### src/rtl/half_adder.sv
// Multi-lane half adder with carry statistics (sticky flag, saturating count).
// Define HALF_ADDER_COMB_EN for combinational sum/carry/carry_any/out_valid.
module half_adder #(
    parameter int WIDTH = 1,
    parameter int CNT_W = 16
) (
    input  logic             clk,
    input  logic             rst_n,
    input  logic [WIDTH-1:0] a,
    input  logic [WIDTH-1:0] b,
    input  logic             in_valid,
    input  logic             clr,
    output logic [WIDTH-1:0] sum,
    output logic [WIDTH-1:0] carry,
    output logic             out_valid,
    output logic             carry_any,
    output logic             carry_sticky,
    output logic [CNT_W-1:0] carry_cnt
);

    logic [WIDTH-1:0] sum_c;
    logic [WIDTH-1:0] carry_c;
    logic             any_c;
    logic             cnt_full;

    assign sum_c    = a ^ b;
    assign carry_c  = a & b;
    assign any_c    = |carry_c;
    assign cnt_full = &carry_cnt;

    // clr takes priority over a carry-producing op on the same edge
    always_ff @(posedge clk or negedge rst_n) begin
        if (!rst_n) begin
            carry_sticky <= 1'b0;
            carry_cnt    <= '0;
        end else if (clr) begin
            carry_sticky <= 1'b0;
            carry_cnt    <= '0;
        end else if (in_valid && any_c) begin
            carry_sticky <= 1'b1;
            if (!cnt_full) begin
                carry_cnt <= carry_cnt + CNT_W'(1);
            end
        end
    end

`ifdef HALF_ADDER_COMB_EN
    assign sum       = sum_c;
    assign carry     = carry_c;
    assign carry_any = any_c;
    assign out_valid = in_valid;
`else
    logic [WIDTH-1:0] sum_q;
    logic [WIDTH-1:0] carry_q;
    logic             any_q;
    logic             valid_q;

    always_ff @(posedge clk or negedge rst_n) begin
        if (!rst_n) begin
            sum_q   <= '0;
            carry_q <= '0;
            any_q   <= 1'b0;
            valid_q <= 1'b0;
        end else begin
            valid_q <= in_valid;
            if (in_valid) begin
                sum_q   <= sum_c;
                carry_q <= carry_c;
                any_q   <= any_c;
            end
        end
    end

    assign sum       = sum_q;
    assign carry     = carry_q;
    assign carry_any = any_q;
    assign out_valid = valid_q;
`endif

endmodule

### config.mk
export PLATFORM = sky130hd
export DESIGN_NAME = half_adder
export DESIGN_NICKNAME = d
export VERILOG_FILES = /design/src/rtl/half_adder.sv
export SDC_FILE = /design/constraint.sdc
export NUM_CORES = 1
export LEC_CHECK = 0
export CAP_MARGIN = 15
export CORE_UTILIZATION = 52
export DETAILED_ROUTE_END_ITERATION = 6
export PLACE_DENSITY = 0.83
export SYNTH_ARGS = -nofsm -noshare
export SYNTH_HDL_FRONTEND = slang
export SYNTH_SLANG_ARGS = --single-unit
### constraint.sdc
create_clock -name clk -period 3.8 [get_ports clk]
set_input_delay 0.76 -clock clk [delete_from_list [all_inputs] [get_ports clk]]
set_output_delay 0.76 -clock clk [all_outputs]
set_load 0.1 [all_outputs]
==> reports/metrics.json, run 1 <==
{
  "gr-usage-all-layers": {"value": 22.13, "unit": "%"},
  "gp_routability_congestion": {"value": 0.7853},
  "port-buffer-count": {"value": 26},
  "cts_num_sinks": {"value": 20},
  "cts_root_buffer": {"value": "clkbuf_4"},
  "globalRouteOverflowTotal": {"value": 0},
  "worstHoldPathCells": {"value": 2},
  "standard_cell_rows": {"value": 16},
  "n_antenna_cell": {"value": 0},
  "detailroute.via_count": {"value": 884},
  "top_delay_family_on_crit_path": {"value": "buffers and inverters"},
  "critical-path-max-stage-delay": {"value": 1170, "unit": "ps"},
  "clk_transition_reported_paths": {"value": 120, "unit": "ps"},
  "crit-reg2reg-launch": {"value": "carry_cnt[0]"},
  "setup_viol": {"value": 0},
  "leakagePower": {"value": 0.5510, "unit": "nW"},
  "timing.hold.worst_endpoint": {"value": "carry_sticky"},
  "dr.pass1.iters": {"value": 4},
  "part_of_the_cycle_the_worst_path_needs": {"value": 71.48, "unit": "%"},
  "drive_above_1_share": {"value": 10.69, "unit": "%"},
  "route.detailed.drc": {"value": 0},
  "avg_wl_per_cell": {"value": 13.84, "unit": "microns"},
  "synth_fa_ha_area_share": {"value": 2.262, "unit": "%"},
  "cp_data_arrival_time": {"value": 1960, "unit": "ps"},
  "detailedPlacementHpwl": {"value": 1571, "unit": "microns"},
  "period_needed": {"value": 2716, "unit": "ps"},
  "detail_route.vias_per_cell": {"value": 5.595},
  "layout.cells.most_common": {"value": "clkdlybuf4s50_1"},
  "cts.htree.levels": {"value": 1},
  "synth-xor-area-share": {"value": 10.29, "unit": "%"},
  "timing_max_transition_violations_final": {"value": 0},
  "worstPathMaxFanout": {"value": 6},
  "setup_repair_after_global_routing_missed_its_margin": {"value": "false"},
  "worstPathCellList": {"value": "clkdlybuf4s50_1"},
  "cts_made_buffers": {"value": 3},
  "yosys_register_bits": {"value": 20},
  "postCtsResizedCells": {"value": 0},
  "post_synth.cell_area_avg": {"value": 10.24, "unit": "sq um"},
  "ff_latch_area": {"value": 500.5, "unit": "sq um"},
  "final_cell_mix": {"value": "clkdlybuf4s50_1 (26), dfrtp_1 (20), nor2_1 (17)"},
  "grt_antenna_before_repair": {"value": 0},
  "die_area": {"value": 0.002316, "unit": "sq mm"},
  "final.fill_count": {"value": 156},
  "critical_path.startpoint_type": {"value": "flop"},
  "worst_slew_pin_slew": {"value": 975.0, "unit": "ps"},
  "design.portCount": {"value": 27},
  "first_iter_violations": {"value": 26},
  "syn_inst": {"value": 108},
  "slowest_stage": {"value": "clkdlybuf4s50_1"},
  "r2r_slack": {"value": 1650, "unit": "ps"},
  "vdd_drop_max": {"value": 0.2294, "unit": "mV"},
  "synth.cell_area": {"value": 0.001106, "unit": "sq mm"},
  "fin_worst_skew": {"value": 8.228, "unit": "ps"},
  "die_x": {"value": 48.12, "unit": "microns"},
  "grt_max_degree": {"value": 21},
  "finalHoldWorstSlack": {"value": 519.9, "unit": "ps"},
  "crit_type": {"value": "flop to output port"},
  "nets_in_the_synthesized_netlist": {"value": 116},
  "starting_utilization_of_the_core_area": {"value": 55.81, "unit": "%"},
  "synthMuxAreaShare": {"value": 2.941, "unit": "%"},
  "min_from": {"value": "carry_sticky"},
  "grt_pass1_vias": {"value": 794},
  "core": {"value": 0.001982, "unit": "sq mm"},
  "worst_ep_required_time": {"value": 3040, "unit": "ps"},
  "crit-reg2reg-capture": {"value": "carry_cnt[14]"},
  "cts-hold-fix-buffers": {"value": 0},
  "report.final.hold_viol_count": {"value": 0},
  "r2r.worst_path.cells": {"value": 6},
  "synth-warning-count": {"value": 0},
  "netlist-cell-type-count": {"value": 32},
  "post_synth_and_or_nand_nor_area_fraction": {"value": 23.98, "unit": "%"},
  "synth-seq-area-share": {"value": 45.25, "unit": "%"},
  "tritoncts": {"value": "built"},
  "clkLatencyLatePin": {"value": 300, "unit": "ps"},
  "area_growth_syn_to_layout": {"value": 27.15, "unit": "%"},
  "crit_buf_inv": {"value": 1},
  "wirelength": {"value": 2187, "unit": "microns"},
  "worstSetupEndpointType": {"value": "output port"},
  "multi_input_comb_area": {"value": 548.0, "unit": "sq um"},
  "timing.max_cap.violations": {"value": 0},
  "combinational_family_with_the_most_area_after_synthesis": {"value": "simple AND/OR/NAND/NOR gates"},
  "slew_headroom": {"value": 34.80, "unit": "%"},
  "die-height": {"value": 48.12, "unit": "microns"},
  "hp-class": {"value": "flop to flop"},
  "postRouteAntennaNets": {"value": 0},
  "post_synthesis_compound_gate_area_fraction": {"value": 10.07, "unit": "%"},
  "grt_pass1_wl": {"value": 3477, "unit": "microns"},
  "setup_fix_buffers_added_after_clock_tree_synthesis": {"value": 0},
  "fmax": {"value": 368.2, "unit": "MHz"},
  "setup_total_negative_slack": {"value": 0, "unit": "ps"},
  "nets": {"value": 140},
  "run_status": {"value": "finished clean"},
  "pwr_density_cell": {"value": 331.3, "unit": "mW/mm^2"},
  "cts.path.max_buffers": {"value": 2}
}
cell families after synthesis:
kind of cell | after synthesis
compound gates | 12
xor+xnor | 13
mux | 3
flops | 20
simple gates | 48
fa+ha+maj | 2
buf+inv | 10
report_power, final:
group / switching (W) / internal, W / leakage [nW]
Sequential: 0.00000300 / 0.000217 / 0.273
Combinational: 0.0000536 / 0.0000172 / 0.250
Clock: 0.0000686 / 0.000107 / 0.0279
Total: 0.000125 / 0.000341 / 0.551
synth_stat cells:
master,instances,area share [%]
a2111oi_2,1,1.4
a2111oi_4,1,2.5
a211oi_1,1,0.68
a211oi_2,1,1.1
a21oi_1,5,2.3
a21oi_2,1,0.79
and2_1,3,1.7
and4_1,2,1.6
and4_4,1,1.0
buf_2,1,0.45
buf_4,1,0.68
buf_6,2,2.0
clkbuf_1,3,1.0
dfrtp_1,20,45
ha_1,2,2.3
inv_1,3,1.0
mux2_1,1,1.0
mux2_2,1,1.0
mux2i_1,1,0.91
nand2_1,7,2.4
nand3_1,6,2.7
nand4_1,6,3.4
nand4_2,1,1.1
nor2_1,17,5.8
nor2_2,1,0.57
nor2b_1,1,0.57
nor3_1,1,0.45
nor4b_2,2,2.7
o211a_1,1,0.91
o21ai_0,1,0.45
xnor2_1,12,9.5
xor2_1,1,0.79
layout make-up:
cell class	instances	area share, %
tap	27	2.402
inverter	3	0.8007
sequential	20	35.59
clock inverter	1	2.135
timing repair buffer	26	18.51
clock buffer	3	1.601
multi-input combinational	78	38.97
sequential cells by signal (all words and copies together) (netlist names):
register	flops
carry_any	1
sum	1
carry_cnt	16
out_valid	1
carry_sticky	1
worst max path at each step:
stage / startpoint / to / slack [ps] / cells past startpoint
2_1_floorplan: carry_cnt[0] / carry_cnt[12] / 1380 / 7
3_3_place_gp: a / carry_cnt[13] / 1420 / 6
3_5_place_dp: a / carry_cnt[13] / 1360 / 6
4_1_cts: carry_cnt[4] / carry_cnt[4] / 1070 / 1
5_1_grt: carry_cnt[4] / carry_cnt[4] / 1010 / 1
6_report: carry_cnt[4] / carry_cnt[4] / 1080 / 1
metrics by stage:
stage	std cells	power, W	worst slack [ps]	utilization (%)	area, sq um
after floorplan	108	0.0002740	1377	-	1106
after global placement	154	0.0002949	1416	68.31	1354
after detailed placement	154	0.0002954	1356	68.31	1354
after CTS	158	0.0004705	1071	70.96	1406
after global routing	158	0.0004805	1015	70.96	1406
final	158	0.0004659	1084	70.96	1406
layer usage:
metal	share of wire, %	wire, microns	track usage, %
met5	0	0	0
met4	0.37	8	8.333
met3	4.7	103	4.444
met2	48	1044	34.86
met1	47	1031	30.14
No activity file was read; power rests on OpenSTA's default activity.
==> inputs of run 2 (changes only) <==
--- a/config.mk
+++ b/config.mk
@@ -6,9 +6,9 @@
 export NUM_CORES = 1
 export LEC_CHECK = 0
 export CAP_MARGIN = 15
-export CORE_UTILIZATION = 52
+export CORE_UTILIZATION = 48
 export DETAILED_ROUTE_END_ITERATION = 6
-export PLACE_DENSITY = 0.83
+export PLACE_DENSITY = 0.78
 export SYNTH_ARGS = -nofsm -noshare
 export SYNTH_HDL_FRONTEND = slang
 export SYNTH_SLANG_ARGS = --single-unit
==> constraint.sdc (replaced) <==
create_clock -name clk -period 2.5 [get_ports clk]
set_input_delay 0.5 -clock clk [delete_from_list [all_inputs] [get_ports clk]]
set_output_delay 0.5 -clock clk [all_outputs]
set_load 0.1 [all_outputs]
==> run 2 against run 1 <==
First-iteration DRC count shrank 69%. Sequential cell count did not move. Utilization is 8.8 points lower. Sequential power is 52% higher. Via count shrank 1.6%. Combinational power rose by 53%. Cell count up 2.5%. Cell area is 3.2% lower. Clock power up 5%. Wire length decreased by 1.4%. Die area is 8.0% higher. Critical endpoint is now carry_cnt[13].
==> reports/metrics.json, run 2 (synthesized netlist as in run 1, its figures left out) <==
{
  "final.fill_count": {"value": 192},
  "setup_viol": {"value": 0},
  "net-switching-power": {"value": 0.0001810, "unit": "W"},
  "timing.max_cap.violations": {"value": 0},
  "worstSetupEndpointType": {"value": "flop"},
  "part_of_the_cycle_the_worst_path_needs": {"value": 81.79, "unit": "%"},
  "clk_transition_reported_paths": {"value": 110, "unit": "ps"},
  "largest_register_ffs": {"value": 16},
  "detailroute.via_count": {"value": 870},
  "pwr-share-seq": {"value": 53.5, "unit": "%"},
  "cts_num_sinks": {"value": 20},
  "detail_route.vias_per_cell": {"value": 5.370},
  "drive_above_1_share": {"value": 28.36, "unit": "%"},
  "p_comb_share": {"value": 17.2, "unit": "%"},
  "nets": {"value": 143},
  "detailedPlacementHpwl": {"value": 1608, "unit": "microns"},
  "cts.path.max_buffers": {"value": 2},
  "final_cell_mix": {"value": "buf_4 (24), dfrtp_1 (20), nor2_1 (17)"},
  "cts_root_buffer": {"value": "clkbuf_4"},
  "grt_pass1_vias": {"value": 807},
  "vdd_drop_max": {"value": 0.4942, "unit": "mV"},
  "grt_pass1_wl": {"value": 3739, "unit": "microns"},
  "n_antenna_cell": {"value": 0},
  "fmax": {"value": 489.0, "unit": "MHz"},
  "cts_made_buffers": {"value": 3},
  "worstPathMaxFanout": {"value": 11},
  "run_status": {"value": "finished clean"},
  "final_cell_area": {"value": 0.001361, "unit": "sq mm"},
  "detailed_place.area": {"value": 0.001325, "unit": "sq mm"},
  "wirelength": {"value": 2157, "unit": "microns"},
  "setup_fix_buffers_added_after_clock_tree_synthesis": {"value": 0},
  "cts-hold-fix-buffers": {"value": 0},
  "most_flop_heavy_register": {"value": "carry_cnt"},
  "fin_worst_skew": {"value": 5.031, "unit": "ps"},
  "globalRouteOverflowTotal": {"value": 0},
  "die_area": {"value": 0.002501, "unit": "sq mm"},
  "gr-usage-all-layers": {"value": 19.92, "unit": "%"},
  "postCtsResizedCells": {"value": 0},
  "grt_max_degree": {"value": 21},
  "timing_max_transition_violations_final": {"value": 0},
  "finalHoldWorstSlack": {"value": 519.7, "unit": "ps"},
  "period_needed": {"value": 2045, "unit": "ps"},
  "setup_total_negative_slack": {"value": 0, "unit": "ps"},
  "power.clock.fraction": {"value": 29.3, "unit": "%"},
  "use_met1": {"value": 25.63, "unit": "%"},
  "tritoncts": {"value": "built"},
  "die_x": {"value": 50.01, "unit": "microns"},
  "crit_type": {"value": "flop to flop"},
  "r2r.worst_path.cells": {"value": 6},
  "power.internal": {"value": 0.0004441, "unit": "W"},
  "port-buffer-count": {"value": 26},
  "gp_routability_congestion": {"value": 0.7760},
  "power.share.switching": {"value": 28.95, "unit": "%"},
  "slew_headroom": {"value": 63.67, "unit": "%"},
  "setup_repair_after_global_routing_missed_its_margin": {"value": "false"},
  "starting_utilization_of_the_core_area": {"value": 50.49, "unit": "%"},
  "grt_use_met3": {"value": 2.778, "unit": "%"},
  "critical_path.startpoint_type": {"value": "flop"},
  "avg_wl_per_cell": {"value": 13.31, "unit": "microns"},
  "worst_ep_required_time": {"value": 2690, "unit": "ps"},
  "route.detailed.drc": {"value": 0},
  "crit-reg2reg-capture": {"value": "carry_cnt[13]"},
  "leakagePower": {"value": 0.5986, "unit": "nW"},
  "first_iter_violations": {"value": 8},
  "grtUsageMet2": {"value": 32.67, "unit": "%"},
  "grt_antenna_before_repair": {"value": 0},
  "dr.pass1.iters": {"value": 4},
  "design.portCount": {"value": 27},
  "busiest_layer": {"value": "met2"},
  "layout.cells.most_common": {"value": "buf_4"},
  "standard_cell_rows": {"value": 17},
  "die-height": {"value": 50.01, "unit": "microns"},
  "cts.htree.levels": {"value": 1},
  "report.final.hold_viol_count": {"value": 0},
  "area_growth_syn_to_layout": {"value": 23.08, "unit": "%"},
  "r2r_slack": {"value": 460, "unit": "ps"},
  "core": {"value": 0.002191, "unit": "sq mm"},
  "cp_data_arrival_time": {"value": 2240, "unit": "ps"},
  "clkLatencyLatePin": {"value": 300, "unit": "ps"},
  "postRouteAntennaNets": {"value": 0},
  "pwr_density_cell": {"value": 459.1, "unit": "mW/mm^2"},
  "worst_slew_pin_slew": {"value": 544.3, "unit": "ps"},
  "hp-class": {"value": "input pin to asynchronous set/reset pin"},
  "crit-reg2reg-launch": {"value": "carry_cnt[0]"}
}
-- run 2: changes by cell type in the layout (fill, tap and decap cells not counted), sizes merged --
cell / delta
buf: +24
clkdlybuf4s50: -21
bufinv: -1
clkbuf: +1
-- run 2: metal layers --
| metal | wire (microns) | part of all wire [%] | vias to the layer above |
|---|---|---|---|
| li1 | - | - | 426 |
| met1 | 990 | 46 | 416 |
| met2 | 1020 | 47 | 23 |
| met3 | 100 | 4.6 | 5 |
| met4 | 46 | 2.1 | 0 |
| met5 | 0 | 0 | - |
-- run 2: power by group through the flow --
stage	clock network (W)	logic, W	registers [W]
after detailed placement	0	0.000109	0.000341
after floorplan	0	0.0000281	0.000388
after CTS	0.000191	0.000109	0.000335
final	0.000183	0.000108	0.000334
after global placement	0	0.000108	0.000340
after global routing	0.000205	0.000113	0.000336
-- run 2: how the worst max path moves through the flow --
stage / startpoint / to
detailed placement: a / carry_cnt[13]
CTS: carry_cnt[0] / carry_cnt[13]
global placement: a / carry_cnt[13]
floorplan: carry_cnt[0] / carry_cnt[12]
finish: carry_cnt[0] / carry_cnt[13]
global route: carry_cnt[0] / carry_cnt[13]
-- run 2: per-stage QoR --
step | setup WS (ps) | cells | total power [W] | util [%]
finish | 455.1 | 162 | 0.0006250 | 62.14
global route | 291.3 | 162 | 0.0006542 | 62.14
CTS | 454.2 | 162 | 0.0006346 | 62.14
detailed placement | 323.4 | 158 | 0.0004496 | 60.48
global placement | 361.8 | 158 | 0.0004480 | 60.48
floorplan | 77.19 | 108 | 0.0004165 | -
-- run 2: cell type report --
cell class	instances	area, sq um	share of cell area, %
inverter	3	11.26	0.8272
clock buffer	4	36.28	2.665
multi-input combinational	78	548.0	40.26
timing repair buffer	29	230.2	16.91
sequential	20	500.5	36.76
tap	28	35.03	2.574
-- run 2: worst max-delay path, cell delays in order, from the launching register on --
cell      delay (ps)
dfrtp_1          440
ha_1             220
nand4_1          190
nor2_2           500
a211oi_1         150
nand3_1          120
mux2_1           320
==> inputs of run 3 (changes only) <==
==> constraint.sdc (replaced) <==
create_clock -name clk -period 2.1 [get_ports clk]
set_input_delay 0.42 -clock clk [delete_from_list [all_inputs] [get_ports clk]]
set_output_delay 0.42 -clock clk [all_outputs]
set_load 0.1 [all_outputs]
==> run 3 against run 2 <==
First-iteration DRC count grew 100%. Register-to-register slack lost 270 ps. Highest routed layer unchanged. Cell area grew 1.9%. Largest cell class unchanged. Sequential power grew 19%. Critical endpoint unchanged. Utilization grew 1.2 points.
==> reports/metrics.json, run 3 (synthesized netlist as in run 1, its figures left out) <==
{
  "timing_max_transition_violations_final": {"value": 0},
  "cts-hold-fix-buffers": {"value": 0},
  "detail_route.vias_per_cell": {"value": 5.303},
  "n_antenna_cell": {"value": 0},
  "final_cell_area": {"value": 0.001388, "unit": "sq mm"},
  "cts.path.max_buffers": {"value": 2},
  "cp_data_arrival_time": {"value": 2100, "unit": "ps"},
  "slew_headroom": {"value": 67.40, "unit": "%"},
  "part_of_the_cycle_the_worst_path_needs": {"value": 91.01, "unit": "%"},
  "wirelength": {"value": 2077, "unit": "microns"},
  "setup_fix_buffers_added_after_clock_tree_synthesis": {"value": 0},
  "critical_path.startpoint_type": {"value": "flop"},
  "route.detailed.drc": {"value": 0},
  "final.fill_count": {"value": 177},
  "postRouteAntennaNets": {"value": 0},
  "core": {"value": 0.002191, "unit": "sq mm"},
  "vdd_drop_max": {"value": 0.4474, "unit": "mV"},
  "setup_total_negative_slack": {"value": 0, "unit": "ps"},
  "most_flop_heavy_register": {"value": "carry_cnt"},
  "detailedPlacementHpwl": {"value": 1560, "unit": "microns"},
  "maxUsedRoutingLayer": {"value": "met4"},
  "avg_wl_per_cell": {"value": 12.59, "unit": "microns"},
  "globalRouteOverflowTotal": {"value": 0},
  "layout.cells.most_common": {"value": "buf_4"},
  "worst_ep_required_time": {"value": 2290, "unit": "ps"},
  "crit_type": {"value": "flop to flop"},
  "routed-wl-met3": {"value": 80, "unit": "microns"},
  "worstSetupEndpointType": {"value": "flop"},
  "fin_worst_skew": {"value": 4.483, "unit": "ps"},
  "clkLatencyLatePin": {"value": 300, "unit": "ps"},
  "die_x": {"value": 50.01, "unit": "microns"},
  "worstPathMaxFanout": {"value": 10},
  "pwr_density_cell": {"value": 518.0, "unit": "mW/mm^2"},
  "setup_viol": {"value": 0},
  "cts.htree.levels": {"value": 1},
  "tritoncts": {"value": "built"},
  "standard_cell_rows": {"value": 17},
  "starting_utilization_of_the_core_area": {"value": 50.49, "unit": "%"},
  "setup_repair_after_global_routing_missed_its_margin": {"value": "false"},
  "run_status": {"value": "finished clean"},
  "cts_made_buffers": {"value": 3},
  "period_needed": {"value": 1911, "unit": "ps"},
  "drt-met1-wl": {"value": 985, "unit": "microns"},
  "cts_num_sinks": {"value": 20},
  "finalHoldWorstSlack": {"value": 444.0, "unit": "ps"},
  "gr-usage-all-layers": {"value": 19.49, "unit": "%"},
  "area_growth_syn_to_layout": {"value": 25.45, "unit": "%"},
  "met2_wirelength": {"value": 998, "unit": "microns"},
  "report.final.hold_viol_count": {"value": 0},
  "first_iter_violations": {"value": 16},
  "placed_instances": {"value": 161},
  "hp-class": {"value": "input pin to asynchronous set/reset pin"},
  "timing.max_cap.violations": {"value": 0},
  "grt_antenna_before_repair": {"value": 0},
  "fmax": {"value": 523.2, "unit": "MHz"},
  "design.portCount": {"value": 27},
  "postCtsResizedCells": {"value": 0},
  "worst_slew_pin_slew": {"value": 488.4, "unit": "ps"},
  "nets": {"value": 146},
  "largest_register_ffs": {"value": 16},
  "non_filler_cells_final": {"value": 165},
  "final_cell_mix": {"value": "buf_4 (27), nor2_1 (17), xnor2_1 (12)"},
  "grt_pass1_vias": {"value": 835},
  "power.total": {"value": 0.0007188, "unit": "W"},
  "port-buffer-count": {"value": 26},
  "die_area": {"value": 0.002501, "unit": "sq mm"},
  "drive_above_1_share": {"value": 37.23, "unit": "%"},
  "grt_max_degree": {"value": 21},
  "clk_transition_reported_paths": {"value": 110, "unit": "ps"},
  "leakagePower": {"value": 0.5888, "unit": "nW"},
  "cts_root_buffer": {"value": "clkbuf_4"},
  "dr.pass1.iters": {"value": 4},
  "detailroute.via_count": {"value": 875},
  "grt_pass1_wl": {"value": 3705, "unit": "microns"},
  "gp_routability_congestion": {"value": 0.7561},
  "die-height": {"value": 50.01, "unit": "microns"},
  "detailed_place.area": {"value": 0.001361, "unit": "sq mm"}
}
## run 3: changes by cell type in the layout (fill, tap and decap cells not counted), sizes merged
cell | previous run | this run
buf | 24 | 27
## run 3: layer usage
metal,up-vias,GRT usage [%]
met5,-,0
met4,0,8.571
met3,2,3.086
met2,22,29.56
met1,422,27.10
li1,429,-
## run 3: power by group
part	switching [W]	internal (W)	leakage (nW)
combinational	0.0000981	0.0000330	0.319
clock	0.000115	0.0000739	0.0150
sequential	0.00000572	0.000393	0.255
## run 3: area by class of cell
class                   count  area [sq um]  area share [%]
well taps                  28         35.03           2.525
clock buffers               4         26.28           1.894
multi-input cells          78         548.0           39.50
flip-flops and latches     20         514.2           37.06
repair buffers             32         252.7           18.21
inverters                   3         11.26          0.8115
## run 3: stage by stage
step	setup slack [ps]	util, %
global route	27.05	63.34
finish	188.8	63.34
detailed placement	25.32	62.14
CTS	190.0	63.34
floorplan	16.93	-
global placement	51.79	62.14
## run 3: path summary, 6_finish.rpt
| kind | slack, ps | startpoint | to | cells after the start |
|---|---|---|---|---|
| worst max-delay path | 190 | carry_cnt[0] | carry_cnt[13] | 6 |
| worst min-delay path | 440 | rst_n | carry_cnt[14] | 2 |
| worst max register to register | 190 | carry_cnt[0] | carry_cnt[13] | 6 |
| worst min register to register | 530 | sum | sum | 1 |
| max in group asynchronous | 1430 | rst_n | carry_cnt[8] | 2 |
| min in group clk | 530 | sum | sum | 1 |
## run 3: critical path, cell delays in order, from the launching register on
cell      delay (ps)
dfrtp_2          430
ha_1             200
nand4_1          160
nor2_2           440
a211oi_1         150
nand3_1          110
mux2_1           310
